`src/rtl/pipe_hazard_ctrl_if.sv`:
```
// Signal bundle between the pipeline datapath (master) and the hazard sequencer (slave).
interface pipe_hazard_ctrl_if #(
  parameter int REG_W = 5,
  parameter int CNT_W = 32
);
  logic [REG_W-1:0] ifid_rn;
  logic [REG_W-1:0] ifid_rm;
  logic             idex_memread;
  logic [REG_W-1:0] idex_rd;
  logic             exmem_br_taken;
  logic             exmem_memreq;
  logic             dmem_ready;

  logic             pc_we;
  logic             ifid_en;
  logic             idex_en;
  logic             exmem_en;
  logic             memwb_en;
  logic             ifid_flush;
  logic             idex_flush;
  logic             exmem_flush;
  logic             memwb_flush;
  logic             mem_tmo_err;
  logic [CNT_W-1:0] stall_cnt;
  logic [CNT_W-1:0] flush_cnt;
  logic [CNT_W-1:0] memwait_cnt;

  modport master (
    output ifid_rn, ifid_rm, idex_memread, idex_rd,
           exmem_br_taken, exmem_memreq, dmem_ready,
    input  pc_we, ifid_en, idex_en, exmem_en, memwb_en,
           ifid_flush, idex_flush, exmem_flush, memwb_flush,
           mem_tmo_err, stall_cnt, flush_cnt, memwait_cnt
  );

  modport slave (
    input  ifid_rn, ifid_rm, idex_memread, idex_rd,
           exmem_br_taken, exmem_memreq, dmem_ready,
    output pc_we, ifid_en, idex_en, exmem_en, memwb_en,
           ifid_flush, idex_flush, exmem_flush, memwb_flush,
           mem_tmo_err, stall_cnt, flush_cnt, memwait_cnt
  );
endinterface

```
`src/rtl/pipe_hazard_ctrl.sv`:
```
// Stall/flush sequencer for the 5-stage LEGv8 pipeline; define PIPE_HZD_PERF_EN for the
// saturating performance counters.
//   state    | meaning
//   RUN      | normal flow, all hazards evaluated (memwait > branch > load-use)
//   LU_STALL | bubble in ID/EX after a load-use stall; load-use not re-checked
//   MEM_WAIT | pipeline frozen on a data-memory access, timeout counter running
//   REDIRECT | bubbles after a taken branch; only memwait is honoured
module pipe_hazard_ctrl #(
  parameter int REG_W    = 5,
  parameter int ZERO_REG = 31,
  parameter int MEM_TMO  = 15,
  parameter int CNT_W    = 32
) (
  input logic               clk,
  input logic               rst,
  pipe_hazard_ctrl_if.slave hz
);

  localparam int TMO_W = $clog2(MEM_TMO + 1);
  localparam logic [TMO_W-1:0] TMO_MAX = TMO_W'(MEM_TMO);
  localparam logic [REG_W-1:0] XZR     = REG_W'(ZERO_REG);

  typedef enum logic [1:0] {
    RUN      = 2'd0,
    LU_STALL = 2'd1,
    MEM_WAIT = 2'd2,
    REDIRECT = 2'd3
  } stateT;

  stateT            state;
  stateT            stateNext;
  logic [TMO_W-1:0] tmo;
  logic [TMO_W-1:0] tmoNext;
  logic             tmoErr;
  logic             errSet;

  logic memWait;
  logic luHaz;
  logic tmoHit;
  logic allowMem;
  logic allowBr;
  logic allowLu;

  logic pcWe;
  logic ifidEn;
  logic idexEn;
  logic exmemEn;
  logic memwbEn;
  logic ifidFlush;
  logic idexFlush;
  logic exmemFlush;
  logic memwbFlush;

  assign memWait = hz.exmem_memreq & ~hz.dmem_ready;
  assign luHaz   = hz.idex_memread & (hz.idex_rd != XZR) &
                   ((hz.idex_rd == hz.ifid_rn) | (hz.idex_rd == hz.ifid_rm));
  assign tmoHit  = (tmo == TMO_MAX);

  always_ff @(posedge clk) begin
    if (rst) begin
      state  <= RUN;
      tmo    <= '0;
      tmoErr <= 1'b0;
    end else begin
      state <= stateNext;
      tmo   <= tmoNext;
      if (errSet) tmoErr <= 1'b1;
    end
  end

  always_comb begin
    stateNext  = RUN;
    tmoNext    = '0;
    errSet     = 1'b0;
    allowMem   = 1'b1;
    allowBr    = 1'b1;
    allowLu    = 1'b1;
    pcWe       = 1'b1;
    ifidEn     = 1'b1;
    idexEn     = 1'b1;
    exmemEn    = 1'b1;
    memwbEn    = 1'b1;
    ifidFlush  = 1'b0;
    idexFlush  = 1'b0;
    exmemFlush = 1'b0;
    memwbFlush = 1'b0;

    case (state)
      RUN: ;
      LU_STALL: allowLu = 1'b0;
      REDIRECT: begin
        allowBr = 1'b0;
        allowLu = 1'b0;
      end
      MEM_WAIT: begin
        // Timeout releases exactly like dmem_ready would, so memwait is masked this cycle.
        allowMem = ~tmoHit;
        errSet   = memWait & tmoHit;
      end
      default: ;
    endcase

    if (allowMem && memWait) begin
      pcWe       = 1'b0;
      ifidEn     = 1'b0;
      idexEn     = 1'b0;
      exmemEn    = 1'b0;
      memwbFlush = 1'b1;
      tmoNext    = (state == MEM_WAIT) ? tmo + TMO_W'(1) : TMO_W'(1);
      stateNext  = MEM_WAIT;
    end else if (allowBr && hz.exmem_br_taken) begin
      ifidFlush  = 1'b1;
      idexFlush  = 1'b1;
      exmemFlush = 1'b1;
      stateNext  = REDIRECT;
    end else if (allowLu && luHaz) begin
      pcWe      = 1'b0;
      ifidEn    = 1'b0;
      idexFlush = 1'b1;
      stateNext = LU_STALL;
    end

    if (rst) begin
      pcWe       = 1'b0;
      ifidEn     = 1'b0;
      idexEn     = 1'b0;
      exmemEn    = 1'b0;
      memwbEn    = 1'b0;
      ifidFlush  = 1'b1;
      idexFlush  = 1'b1;
      exmemFlush = 1'b1;
      memwbFlush = 1'b1;
    end
  end

  assign hz.pc_we       = pcWe;
  assign hz.ifid_en     = ifidEn;
  assign hz.idex_en     = idexEn;
  assign hz.exmem_en    = exmemEn;
  assign hz.memwb_en    = memwbEn;
  assign hz.ifid_flush  = ifidFlush;
  assign hz.idex_flush  = idexFlush;
  assign hz.exmem_flush = exmemFlush;
  assign hz.memwb_flush = memwbFlush;
  assign hz.mem_tmo_err = tmoErr;

`ifdef PIPE_HZD_PERF_EN
  logic [CNT_W-1:0] stallCnt;
  logic [CNT_W-1:0] flushCnt;
  logic [CNT_W-1:0] memwaitCnt;

  // The next state uniquely identifies which event was issued this cycle.
  always_ff @(posedge clk) begin
    if (rst) begin
      stallCnt   <= '0;
      flushCnt   <= '0;
      memwaitCnt <= '0;
    end else begin
      if (stateNext == LU_STALL && ~&stallCnt)   stallCnt   <= stallCnt + CNT_W'(1);
      if (stateNext == REDIRECT && ~&flushCnt)   flushCnt   <= flushCnt + CNT_W'(1);
      if (stateNext == MEM_WAIT && ~&memwaitCnt) memwaitCnt <= memwaitCnt + CNT_W'(1);
    end
  end

  assign hz.stall_cnt   = stallCnt;
  assign hz.flush_cnt   = flushCnt;
  assign hz.memwait_cnt = memwaitCnt;
`else
  assign hz.stall_cnt   = '0;
  assign hz.flush_cnt   = '0;
  assign hz.memwait_cnt = '0;
`endif

endmodule
```
`src/flat_wrapper.sv`:
```
// flat-port wrapper written by rule: the top's interface ports become plain ports
module pipe_hazard_ctrl_flat 
#(
  parameter int REG_W    = 5,
  parameter int ZERO_REG = 31,
  parameter int MEM_TMO  = 15,
  parameter int CNT_W    = 32
)
  (clk, rst, hz_ifid_rn, hz_ifid_rm, hz_idex_memread, hz_idex_rd, hz_exmem_br_taken, hz_exmem_memreq, hz_dmem_ready, hz_pc_we, hz_ifid_en, hz_idex_en, hz_exmem_en, hz_memwb_en, hz_ifid_flush, hz_idex_flush, hz_exmem_flush, hz_memwb_flush, hz_mem_tmo_err, hz_stall_cnt, hz_flush_cnt, hz_memwait_cnt);
  pipe_hazard_ctrl_if #(.REG_W(REG_W), .CNT_W(CNT_W)) hz_i ();
  input logic clk;
  input logic rst;
  input wire logic [$bits(hz_i.ifid_rn)-1:0] hz_ifid_rn;
  input wire logic [$bits(hz_i.ifid_rm)-1:0] hz_ifid_rm;
  input wire logic [$bits(hz_i.idex_memread)-1:0] hz_idex_memread;
  input wire logic [$bits(hz_i.idex_rd)-1:0] hz_idex_rd;
  input wire logic [$bits(hz_i.exmem_br_taken)-1:0] hz_exmem_br_taken;
  input wire logic [$bits(hz_i.exmem_memreq)-1:0] hz_exmem_memreq;
  input wire logic [$bits(hz_i.dmem_ready)-1:0] hz_dmem_ready;
  output wire logic [$bits(hz_i.pc_we)-1:0] hz_pc_we;
  output wire logic [$bits(hz_i.ifid_en)-1:0] hz_ifid_en;
  output wire logic [$bits(hz_i.idex_en)-1:0] hz_idex_en;
  output wire logic [$bits(hz_i.exmem_en)-1:0] hz_exmem_en;
  output wire logic [$bits(hz_i.memwb_en)-1:0] hz_memwb_en;
  output wire logic [$bits(hz_i.ifid_flush)-1:0] hz_ifid_flush;
  output wire logic [$bits(hz_i.idex_flush)-1:0] hz_idex_flush;
  output wire logic [$bits(hz_i.exmem_flush)-1:0] hz_exmem_flush;
  output wire logic [$bits(hz_i.memwb_flush)-1:0] hz_memwb_flush;
  output wire logic [$bits(hz_i.mem_tmo_err)-1:0] hz_mem_tmo_err;
  output wire logic [$bits(hz_i.stall_cnt)-1:0] hz_stall_cnt;
  output wire logic [$bits(hz_i.flush_cnt)-1:0] hz_flush_cnt;
  output wire logic [$bits(hz_i.memwait_cnt)-1:0] hz_memwait_cnt;
  assign hz_i.ifid_rn = hz_ifid_rn;
  assign hz_i.ifid_rm = hz_ifid_rm;
  assign hz_i.idex_memread = hz_idex_memread;
  assign hz_i.idex_rd = hz_idex_rd;
  assign hz_i.exmem_br_taken = hz_exmem_br_taken;
  assign hz_i.exmem_memreq = hz_exmem_memreq;
  assign hz_i.dmem_ready = hz_dmem_ready;
  assign hz_pc_we = hz_i.pc_we;
  assign hz_ifid_en = hz_i.ifid_en;
  assign hz_idex_en = hz_i.idex_en;
  assign hz_exmem_en = hz_i.exmem_en;
  assign hz_memwb_en = hz_i.memwb_en;
  assign hz_ifid_flush = hz_i.ifid_flush;
  assign hz_idex_flush = hz_i.idex_flush;
  assign hz_exmem_flush = hz_i.exmem_flush;
  assign hz_memwb_flush = hz_i.memwb_flush;
  assign hz_mem_tmo_err = hz_i.mem_tmo_err;
  assign hz_stall_cnt = hz_i.stall_cnt;
  assign hz_flush_cnt = hz_i.flush_cnt;
  assign hz_memwait_cnt = hz_i.memwait_cnt;
  pipe_hazard_ctrl #(.REG_W(REG_W), .ZERO_REG(ZERO_REG), .MEM_TMO(MEM_TMO), .CNT_W(CNT_W)) u_core (.clk(clk), .rst(rst), .hz(hz_i));
endmodule
```
`config.mk`:
```
export PLATFORM = sky130hd
export DESIGN_NAME = pipe_hazard_ctrl_flat
export DESIGN_NICKNAME = d
export VERILOG_FILES = /design/src/rtl/pipe_hazard_ctrl_if.sv /design/src/rtl/pipe_hazard_ctrl.sv /design/src/flat_wrapper.sv
export SDC_FILE = /design/constraint.sdc
export NUM_CORES = 1
export LEC_CHECK = 0
export CAP_MARGIN = 20
export CORE_ASPECT_RATIO = 1.5
export CORE_MARGIN = 1
export CORE_UTILIZATION = 32
export CTS_CLUSTER_SIZE = 14
export DETAILED_ROUTE_END_ITERATION = 10
export PLACE_DENSITY_LB_ADDON = 0.3
export SLEW_MARGIN = 5
export SYNTH_ARGS = -nofsm -noshare
export SYNTH_HDL_FRONTEND = slang
export SYNTH_SLANG_ARGS = --single-unit
```
`constraint.sdc`:
```
create_clock -name clk -period 1.95 [get_ports clk]
set_clock_uncertainty 0.1 [all_clocks]
set_input_delay 0.195 -clock clk [delete_from_list [all_inputs] [get_ports clk]]
set_output_delay 0.195 -clock clk [all_outputs]
set_load 0.01 [all_outputs]
```
## After elaboration in Yosys (flattened, before gate mapping)

Index checks and enable logic that the tools add are counted.

| cells by class | value |
|---|---|
| reductions and logical operators | 7 |
| equal/unequal tests | 7 |
| multiplexer cells | 24 |
| add/subtract/negate cells | 1 |
| bitwise logic cells | 9 |

Operators with widths:

| cell | count |
|---|---|
| two-way mux 1 bit | 22 |
| == test 5 bit | 2 |
| OR reduction 2 bit | 3 |
| inequality test 5 bit (second input constant) | 1 |
| adder 4 x 1 -> 4 bit (second input constant) | 1 |
| bitwise AND 1 bit | 4 |
| == test 2 bit (second input constant) | 2 |
| == test 4 bit (second input constant) | 1 |
| two-way mux 2 bit | 2 |
| NOT 1 bit | 4 |
| logical AND 1 bit | 3 |
| OR reduction 3 bit | 1 |
| == test 2 x 1 -> 1 bit (second input constant) | 1 |
| OR 1 bit | 1 |

| word-level totals | value |
|---|---|
| logic and storage cells | 53 |
| bits of input ports | 21 |
| output and inout bits | 106 |
| bits in registers | 7 |

## Logic depth before layout (Yosys ltp)

Gate-level depths: netlist of the first run.

| logic depth | value |
|---|---|
| depth after elaboration | 8 |
| mapped depth | 6 |
| depth with buffers taken out | 5 |

## Worst setup path before layout of the first run

Ideal clock, no wire load.

| path | value |
|---|---|
| path kind | register -> output |
| start | register u_core.state[0] |
| end | output port hz_pc_we |
| arrival | 1325 ps |
| setup slack | 330 ps |
| buffers on the path | 1 |
| cell stages (with the launch flop) | 7 |
| required time | 1655 ps |
| path through | dfxtp_1 -> and4b_2 -> a21o_4 -> nand2_2 -> inv_1 -> o31a_1 -> buf_4 |

| on the way | value |
|---|---|
| word-level cells in the longest chain between the ends | 8 |
| elaborated cells on any way between the ends | 14 |
| classes of those cells | eq/ne: 3; mux: 7; reduce/logical: 4 |

Ends and longest elaborated chain:

| element | RTL line | RTL |
|---|---|---|
| start, declared | pipe_hazard_ctrl.sv:30 | `stateT state;` |
| start signal, assigned | pipe_hazard_ctrl.sv:65 | `state <= stateNext;` |
| == test 2 x 1 -> 1 bit / == test 2 bit (equally long branches) | pipe_hazard_ctrl.sv:88 | `case (state)` |
| OR reduction 2 bit (no source line) | n/a |  |
| two-way mux 1 bit | pipe_hazard_ctrl.sv:88 |  |
| logical AND 1 bit | pipe_hazard_ctrl.sv:116 | `end else if (allowLu && luHaz) begin` |
| two-way mux 1 bit (2 in a row) | n/a |  |
| two-way mux 1 bit * (2 in a row) | n/a |  |
| end, declared | flat_wrapper.sv:20 | `output wire logic [$bits(hz_i.pc_we)-1:0] hz_pc_we;` |

Every way passes the cells marked *; elsewhere a longest branch is shown, timed or not.

## Worst setup path in the final report of the first run

| path | value |
|---|---|
| start | register u_core.state[0] |
| end | output port hz_exmem_en |

| on the way | value |
|---|---|
| word-level cells in the longest chain between the ends | 5 |

Ends and longest elaborated chain:

| element | RTL line | RTL |
|---|---|---|
| == test 2 bit | pipe_hazard_ctrl.sv:88 |  |
| two-way mux 1 bit | pipe_hazard_ctrl.sv:88 |  |
| logical AND 1 bit | pipe_hazard_ctrl.sv:103 | `if (allowMem && memWait) begin` |
| two-way mux 1 bit | pipe_hazard_ctrl.sv:103 |  |
| two-way mux 1 bit | pipe_hazard_ctrl.sv:123 | `if (rst) begin` |
| end, declared | flat_wrapper.sv:23 | `output wire logic [$bits(hz_i.exmem_en)-1:0] hz_exmem_en;` |

No other way between the ends.

==> results of run 1 <==
## metrics by stage
step / cells / hold WS (ns) / setup TNS, ns / worst slack [ns]
floorplan: 251 / 0.167 / 0 / 0.330
global placement: 239 / 0.370 / -1.92 / -0.491
detailed placement: 239 / 0.368 / -1.78 / -0.458
CTS: 243 / 0.377 / 0 / 0.00150
global route: 244 / 0.411 / 0 / 0.0260
finish: 244 / 0.368 / 0 / 0.0957
## power groups by stage
stage          Combinational (W)  Clock [W]  Sequential, W
2_1_floorplan           0.000278          0       0.000152
3_3_place_gp            0.000230          0       0.000153
3_5_place_dp            0.000231          0       0.000153
4_1_cts                 0.000226   0.000214       0.000150
5_1_grt                 0.000250   0.000224       0.000151
6_report                0.000225   0.000209       0.000151
## routing by layer
metal	vias to the layer above	wire, microns	global-route usage
met4	0	41	0.0474
met5	-	0	0
met3	3	244	0.0196
met2	76	957	0.158
li1	386	-	-
met1	358	494	0.0713
## worst min path at each step
| stage | startpoint | to |
|---|---|---|
| after global placement | u_core.hz.mem_tmo_err$_SDFFE_PP0P_ | u_core.hz.mem_tmo_err$_SDFFE_PP0P_ |
| after detailed placement | u_core.hz.mem_tmo_err$_SDFFE_PP0P_ | u_core.hz.mem_tmo_err$_SDFFE_PP0P_ |
| after floorplan | rst | u_core.hz.mem_tmo_err$_SDFFE_PP0P_ |
| after CTS | u_core.hz.mem_tmo_err$_SDFFE_PP0P_ | u_core.hz.mem_tmo_err$_SDFFE_PP0P_ |
| after global routing | u_core.hz.mem_tmo_err$_SDFFE_PP0P_ | u_core.hz.mem_tmo_err$_SDFFE_PP0P_ |
| final | u_core.hz.mem_tmo_err$_SDFFE_PP0P_ | u_core.hz.mem_tmo_err$_SDFFE_PP0P_ |
## flip-flops by register name, indices dropped and copies added (netlist names)
name                   count
u_core.tmo                 4
u_core.hz.mem_tmo_err      1
u_core.state               2
## worst min-delay path, cell delays in order (launching register included)
cell	delay, ns
dfxtp_1	0.32
a41oi_1	0.05
nor2_1	0.07
## kinds of logic after synthesis
logic type,share of synthesized area
DFF,0.114
xor gates and xnor gates,0.0858
adders and majority gates,0.0102
other,0.00306
and+or+nand+nor,0.0899
AOI/OAI and AO/OA,0.0776
buffers and inverters,0.619
## what timing repair did
item                       in CTS  in global routing
resized for setup              20                  6
setup buffers                   0                  1
pin swaps                       2                  2
gates cloned                    0                  0
setup endpoints to repair       8                  5
## area by class of cell
cell class | instances | area (sq um) | area share
clock buffer | 4 | 45.0 | 0.0336
inverter | 4 | 15.0 | 0.0112
multi-input combinational | 141 | 702 | 0.523
sequential | 7 | 141 | 0.105
tap | 43 | 53.8 | 0.0401
timing repair buffer | 45 | 385 | 0.287
## cells in the final DEF (no fill, tap or decap), drive strengths merged, types with 3 or more instances in the layout
cell type	n
nor2	5
dfxtp	7
clkdlybuf4s50	17
nand2	5
buf	15
xor2	11
inv	4
clkbuf	7
dlygate4sd2	10
a21oi	3
nand3	3
conb	96
==> results.md, run 1 <==
* Routed wire per std cell at 7.12 microns
* Synth cell count leaders: buf_4 (99), xor2_1 (11), dfxtp_1 (7), nor2_1 (5)
* Clock Power Share at 0.357
* Max-slew violation count at 0
* Root Buffer: clkbuf_8
* Max-cap violations at 0
* # port buffers at 30
* Crit path max-delay family: buffers and inverters
* CP Depth at 6
* Max IR drop VDD at 0.000264 V
* Cts hold-fix bufs at 0
* Fillers at 397
* Hold Path Depth at 2
* Die Y at 77.8 microns
* Post-route DRC at 0
* Worst hold path class: reg -> reg
* Pwr Total at 0.000584 W
* Synth unique cells at 26
* Util after Layout at 0.368
* Worst R2R End: u_core.state[0]$_SDFF_PN0_
* CTS clk-pin slew, worst paths at 0.04 ns
* H-tree Lvls at 1
* CTS Sinks at 7
* Area share of the largest cell type after synthesis at 0.607
* I/O Pins at 127
* Design Area, Final at 1340 sq um
* Vias at 823
* Starting density of the core at 0.336
* GRT Util Overall at 0.0822
* Final Wtd Congestion at 0.676
* DR pass1 iterations at 3
* CTS tree: done
* Yosys warning total at 0
* DIE WIDTH at 52.5 microns
* Vias in the first global route at 643
* Sequential share of power at 0.258
* Area after DPL at 1300 sq um
* Initial drt markers at 12
* #FFs+latches synth at 7
* Vias per cell at 3.37
* Reg2reg setup slack at 0.56 ns
* R2R cell count at 5
* # nets final at 224
* First-pass GRT wire length at 2510 microns
* Final HPWL DP at 1580 microns
* Fin crit period at 1.85 ns
* Data required time of the worst path at 1.65 ns
* Area Growth Syn to Fin at 9.60%
* Critical Path Sink Type: output pin
* Worst setup endpoint: hz_exmem_en
* Cell Rows at 27
* Area leader, netlist: buf_4
* Asr flop ratio synth at 0
* Status: complete, no violations
* Crit Path Category: reg -> out
* Type of origin of the critical path: flip-flop
* Int Pwr at 0.000373 W
* Psw at 0.000211 W
* Clk buf depth at 2
* RSZ-0062 raised after global routing: no
* Post-synth EDFFs at 0
* Power Dens Cells at 435 nW/um^2
* Worst path slowest cell: dfxtp_2
* Setup violations, final at 0
* CP Max Fanout at 4
* Post-synth top flop: dfxtp_1
* Switching share of power at 0.362
* Comb pwr share at 0.385
* Final hold vios at 0
* CP bufs+invs at 3
* Synth top area cells: buf_4 (61%), dfxtp_1 (11%), xor2_1 (7.9%), nor2_1 (1.5%), a21oi_1 (1.2%)
* Ratio of cells with drive above 1 in the final layout at 0.154
* Die footprint at 4080 sq um
* DRT Wirelength at 1740 microns
* Arrival @ worst endpoint at 1.56 ns
* LEAKAGE at 0.752 nW
* Clk_lat worst skew at 0.23 ns
* Core footprint at 3650 sq um
* Sequential-to-total area share from yosys stat at 0.114
* Reg2Reg Launch Point: u_core.state[0]$_SDFF_PN0_
* TritonCTS Buffers at 3
* Mean post-synth cell area at 7.85 sq um
* Gate Count Post-Synth at 156
* Slowest stage delay, CP at 0.32 ns
* Critical Path Source: u_core.state[0]$_SDFF_PN0_
* Cell Area, Synth at 1220 sq um
* Post-DRT Antenna Nets at 0
* Sequence of cells on the critical path: and4b_2, a21o_4, nand2_2, inv_1, buf_4, dlygate4sd2_1
* Count leader, synth: buf_4
* Antenna violations before repair at 0
* Gr ovfl total at 0
* N_diodes at 0
* Tcrit/Tclk final at 0.951
* Fmax at 539 MHz
* Largest net degree at the start of global routing at 5
Power figures use the tool's default switching activity.
==> run 2, diff against run 1 <==
Settings changed: MAX_ROUTING_LAYER from default to met4, SLEW_MARGIN 5 to default.
==> results.md, run 2 (same netlist as run 1, synthesis figures left out) <==
* Status: complete, no violations
* DRT Wirelength at 1760 microns
* Hold Path End: u_core.hz.mem_tmo_err$_SDFFE_PP0P_
* Final HPWL DP at 1580 microns
* Routed wire per std cell at 7.21 microns
* # nets final at 224
* Max-slew violation count at 0
* Worst R2R End: u_core.state[0]$_SDFF_PN0_
* Reg2Reg Launch Point: u_core.state[0]$_SDFF_PN0_
* LEAKAGE at 0.751 nW
* Sequence of cells on the critical path: and4b_2, a21o_4, nand2_2, inv_1, buf_4, dlygate4sd2_1
* Max FFs per register at 4
* Worst path slowest cell: dfxtp_1
* I/O Pins at 127
* Slowest stage delay, CP at 0.33 ns
* Post-route DRC at 0
* Setup_tns at 0 ns
* Setup WS pre-CTS at -0.458 ns
* Setup violations, final at 0
* Core footprint at 3650 sq um
* Starting density of the core at 0.336
* N_diodes at 0
* Antenna violations before repair at 0
* Cts hold-fix bufs at 0
* R2R cell count at 5
* Post-DRT Antenna Nets at 0
* CTS clk-pin slew, worst paths at 0.04 ns
* Arrival @ worst endpoint at 1.57 ns
* Max-cap violations at 0
* Vias in the first global route at 641
* Max IR drop VDD at 0.000270 V
* Clk_lat worst skew at 0.23 ns
* Data required time of the worst path at 1.65 ns
* Flip-flop and latch area at 140 sq um
* Die Y at 77.8 microns
* Ratio of cells with drive above 1 in the final layout at 0.149
* Reg2reg setup slack at 0.57 ns
* Final Wtd Congestion at 0.683
* RSZ-0062 raised after global routing: no
* Gr ovfl total at 0
* Int Pwr at 0.000373 W
* Clock Power Share at 0.358
* CTS Sinks at 7
* Critical Path Sink Type: output pin
* TritonCTS Buffers at 3
* H-tree Lvls at 1
* Initial drt markers at 16
* Worst hold path class: reg -> reg
* Switching share of power at 0.363
* Vias per cell at 3.41
* Die footprint at 4080 sq um
* Psw at 0.000212 W
* Register with the most flip-flops: u_core.tmo
* Fmax at 536 MHz
* Crit Path Category: reg -> out
* CP bufs+invs at 3
* Type of origin of the critical path: flip-flop
* Vias at 831
* Clk buf depth at 2
* GRT Util Overall at 0.0844
* Most frequent cells in the layout: conb_1 (96), clkdlybuf4s50_1 (17), buf_4 (15)
* Startpoint of the worst hold path: u_core.hz.mem_tmo_err$_SDFFE_PP0P_
* Power Dens Cells at 436 nW/um^2
* CTS tree: done
* Root Buffer: clkbuf_8
* Final setup margin at 0.0827 ns
* Multi-input logic area at 702 sq um
* Hold Path Depth at 2
* Comb pwr share at 0.385
* Tcrit/Tclk final at 0.958
* DR pass1 iterations at 4
* DIE WIDTH at 52.5 microns
* Fin crit period at 1.87 ns
* Critical Path Source: u_core.state[0]$_SDFF_PN0_
* Largest net degree at the start of global routing at 5
* Sequential share of power at 0.257
* First-pass GRT wire length at 2510 microns
* Crit path max-delay family: buffers and inverters
* Cell Rows at 27
* Area Growth Syn to Fin at 9.50%
* CP Max Fanout at 4
* Final hold vios at 0
* # port buffers at 30
* Pwr Total at 0.000585 W
* Fillers at 394
* Most common cell after layout, fill and taps aside: conb_1
==> run 2: changes by cell type in the layout (fill, tap and decap cells not counted) <==
cell / before / now
dfxtp_2: 1 / 0
dfxtp_1: 6 / 7
==> run 2: final cells by class <==
type	instances	share of cell area
Multi-Input combinational cell	141	0.523
Tap cell	43	0.0401
Inverter	4	0.0112
Clock buffer	4	0.0336
Sequential cell	7	0.104
Timing Repair Buffer	45	0.287
==> run 2: routing by layer <==
| layer | global-route usage | wire [microns] | vias to the layer above |
|---|---|---|---|
| li1 | - | - | 386 |
| met1 | 0.0724 | 489 | 364 |
| met2 | 0.158 | 981 | 78 |
| met3 | 0.0176 | 247 | 3 |
| met4 | 0.0474 | 41 | 0 |
| met5 | - | 0 | - |
==> run 2: worst max path at each step <==
stage          slack [ns]  depth (start not counted)     endpoint
6_report             0.08                          6  hz_exmem_en
3_5_place_dp        -0.46                          6   hz_ifid_en
4_1_cts             0.002                          6   hz_ifid_en
5_1_grt             0.003                          7  hz_exmem_en
3_3_place_gp        -0.49                          6     hz_pc_we
2_1_floorplan        0.33                          6     hz_pc_we
==> run 2: stage by stage <==
step	instances	area, sq um	utilization	hold WS, ns
floorplan	251	1580	-	0.167
global placement	239	1300	0.356	0.370
detailed placement	239	1300	0.356	0.368
CTS	243	1350	0.369	0.377
global route	244	1340	0.368	0.411
finish	244	1340	0.368	0.369
==> run 2: what timing repair did <==
item	in CTS	in global routing
gates resized for setup	20	5
setup buffers	0	1
pin swaps	2	2
endpoints found under the setup margin	8	5
==> run 2: power groups by stage <==
stage / clock network (W) / logic [W] / registers, W
finish: 0.000209 / 0.000225 / 0.000151
global route: 0.000224 / 0.000251 / 0.000151
CTS: 0.000214 / 0.000226 / 0.000150
detailed placement: 0 / 0.000231 / 0.000153
global placement: 0 / 0.000230 / 0.000153
floorplan: 0 / 0.000278 / 0.000152
==> run 2: tightest hold or removal path: stages (launching register included) <==
cell and delay, ns:
dfxtp_1 0.32, a41oi_1 0.05, nor2_1 0.07
==> run 3, diff against run 2 <==
Settings changed: HOLD_SLACK_MARGIN from default to 0.08, RECOVER_POWER from default to 25.
==> results.md, run 3 (same netlist as run 1, synthesis figures left out) <==
* Status: complete, no violations
* Max-cap violations at 0
* Setup WS pre-CTS at -0.458 ns
* Post-route DRC at 0
* Startpoint of the worst hold path: u_core.hz.mem_tmo_err$_SDFFE_PP0P_
* Final setup margin at 0.0830 ns
* CTS clk-pin slew, worst paths at 0.04 ns
* Most frequent cells in the layout: conb_1 (96), clkdlybuf4s50_1 (17), buf_4 (14)
* Psw at 0.000212 W
* Fin crit period at 1.87 ns
* Core footprint at 3650 sq um
* RSZ-0062 raised after global routing: no
* Root Buffer: clkbuf_8
* N_diodes at 0
* DIE WIDTH at 52.5 microns
* Design Area, Final at 1340 sq um
* DR pass1 iterations at 4
* Top Metal Used: met4
* Clock Power Share at 0.358
* # port buffers at 30
* DR WL met3 at 247 microns
* CTS Sinks at 7
* Met2 wire length at 981 microns
* Tcrit/Tclk final at 0.957
* Vias at 831
* Slowest stage delay, CP at 0.33 ns
* Max-slew violation count at 0
* H-tree Lvls at 1
* Worst hold path class: reg -> reg
* # nets final at 224
* Clk buf depth at 2
* First-pass GRT wire length at 2510 microns
* Gr ovfl total at 0
* Area after DPL at 1300 sq um
* Most common cell after layout, fill and taps aside: conb_1
* Critical Path Source: u_core.state[0]$_SDFF_PN0_
* Crit Path Category: reg -> out
* Data required time of the worst path at 1.65 ns
* Power Dens Cells at 437 nW/um^2
* TritonCTS Buffers at 3
* Max IR drop VDD at 0.000270 V
* DRT Wirelength at 1760 microns
* Sequential share of power at 0.257
* Fmax at 536 MHz
* Switching share of power at 0.363
* Post-DRT Antenna Nets at 0
* Type of origin of the critical path: flip-flop
* Setup violations, final at 0
* Largest net degree at the start of global routing at 5
* Comb pwr share at 0.385
* I/O Pins at 127
* Cell Rows at 27
* CP Max Fanout at 4
* Die Y at 77.8 microns
* Cts hold-fix bufs at 0
* CP bufs+invs at 3
* Final HPWL DP at 1580 microns
* Final hold vios at 0
* Int Pwr at 0.000373 W
* Critical Path Sink Type: output pin
* Ratio of cells with drive above 1 in the final layout at 0.144
* Die footprint at 4080 sq um
* Clk_lat worst skew at 0.23 ns
* Routed wire per std cell at 7.20 microns
* Crit path max-delay family: buffers and inverters
* Antenna violations before repair at 0
* Initial drt markers at 16
* Arrival @ worst endpoint at 1.57 ns
* LEAKAGE at 0.747 nW
* Vias per cell at 3.41
* Routed met1 length at 487 microns
* Register with the most flip-flops: u_core.tmo
* Starting density of the core at 0.336
* Worst path slowest cell: dfxtp_1
* Final Wtd Congestion at 0.683
* GRT Util Overall at 0.0844
* Vias in the first global route at 641
* Reg2Reg Launch Point: u_core.state[0]$_SDFF_PN0_
* Area Growth Syn to Fin at 9.19%
* Sequence of cells on the critical path: and4b_2, a21o_4, nand2_2, inv_1, buf_4, dlygate4sd2_1
* Max FFs per register at 4
* CTS tree: done
-- run 3: cell count changes in the layout (fill, tap and decap cells not counted), sizes merged --
cell	delta
buf	-1
clkbuf	+1
-- run 3: final timing paths --
| check | endpoint | slack (ns) | cells after the start |
|---|---|---|---|
| worst max-delay path | hz_exmem_en | 0.08 | 6 |
| worst max register to register | u_core.state[0]$_SDFF_PN0_ | 0.57 | 5 |
| worst min-delay path | u_core.hz.mem_tmo_err$_SDFFE_PP0P_ | 0.37 | 2 |
| worst min register to register | u_core.hz.mem_tmo_err$_SDFFE_PP0P_ | 0.37 | 2 |
-- run 3: what timing repair did --
item                                    4_1_cts  5_1_grt
endpoints found under the setup margin        8        5
gates resized for setup                      20        5
buffers inserted                              0        1
pin swaps                                     2        2
-- run 3: cell type report --
| type | count | area, sq um |
|---|---|---|
| Inverter | 4 | 15.0 |
| Fill cell | 396 | 2310 |
| Timing Repair Buffer | 45 | 382 |
| Multi-Input combinational cell | 141 | 702 |
| Tap cell | 43 | 53.8 |
| Clock buffer | 4 | 45.0 |
| Sequential cell | 7 | 140 |
-- run 3: power groups by stage --
stage / Clock, W / Sequential [W] / Combinational (W)
after detailed placement: 0 / 0.000153 / 0.000231
final: 0.000209 / 0.000151 / 0.000225
after global placement: 0 / 0.000153 / 0.000230
after global routing: 0.000224 / 0.000151 / 0.000251
after CTS: 0.000214 / 0.000150 / 0.000226
after floorplan: 0 / 0.000152 / 0.000278
-- run 3: worst register-to-register path, cell delays in order (launching register included) --
cell,delay [ns]
dfxtp_1,0.30
and4b_2,0.32
a21o_4,0.15
nand2_2,0.06
buf_4,0.13
o31ai_2,0.23
-- run 3: metal layers --
metal | up-vias | GRT usage
li1 | 386 | -
met3 | 3 | 0.0176
met2 | 78 | 0.158
met1 | 364 | 0.0724
met5 | - | -
met4 | 0 | 0.0474
-- run 3: per-stage QoR --
| step | setup TNS, ns | hold slack (ns) | utilization | cells | total power [W] |
|---|---|---|---|---|---|
| after floorplan | 0 | 0.167 | - | 251 | 0.000430 |
| after global placement | -1.92 | 0.370 | 0.356 | 239 | 0.000383 |
| after detailed placement | -1.78 | 0.368 | 0.356 | 239 | 0.000384 |
| after CTS | 0 | 0.377 | 0.369 | 243 | 0.000591 |
| after global routing | 0 | 0.411 | 0.367 | 244 | 0.000626 |
| final | 0 | 0.369 | 0.367 | 244 | 0.000585 |
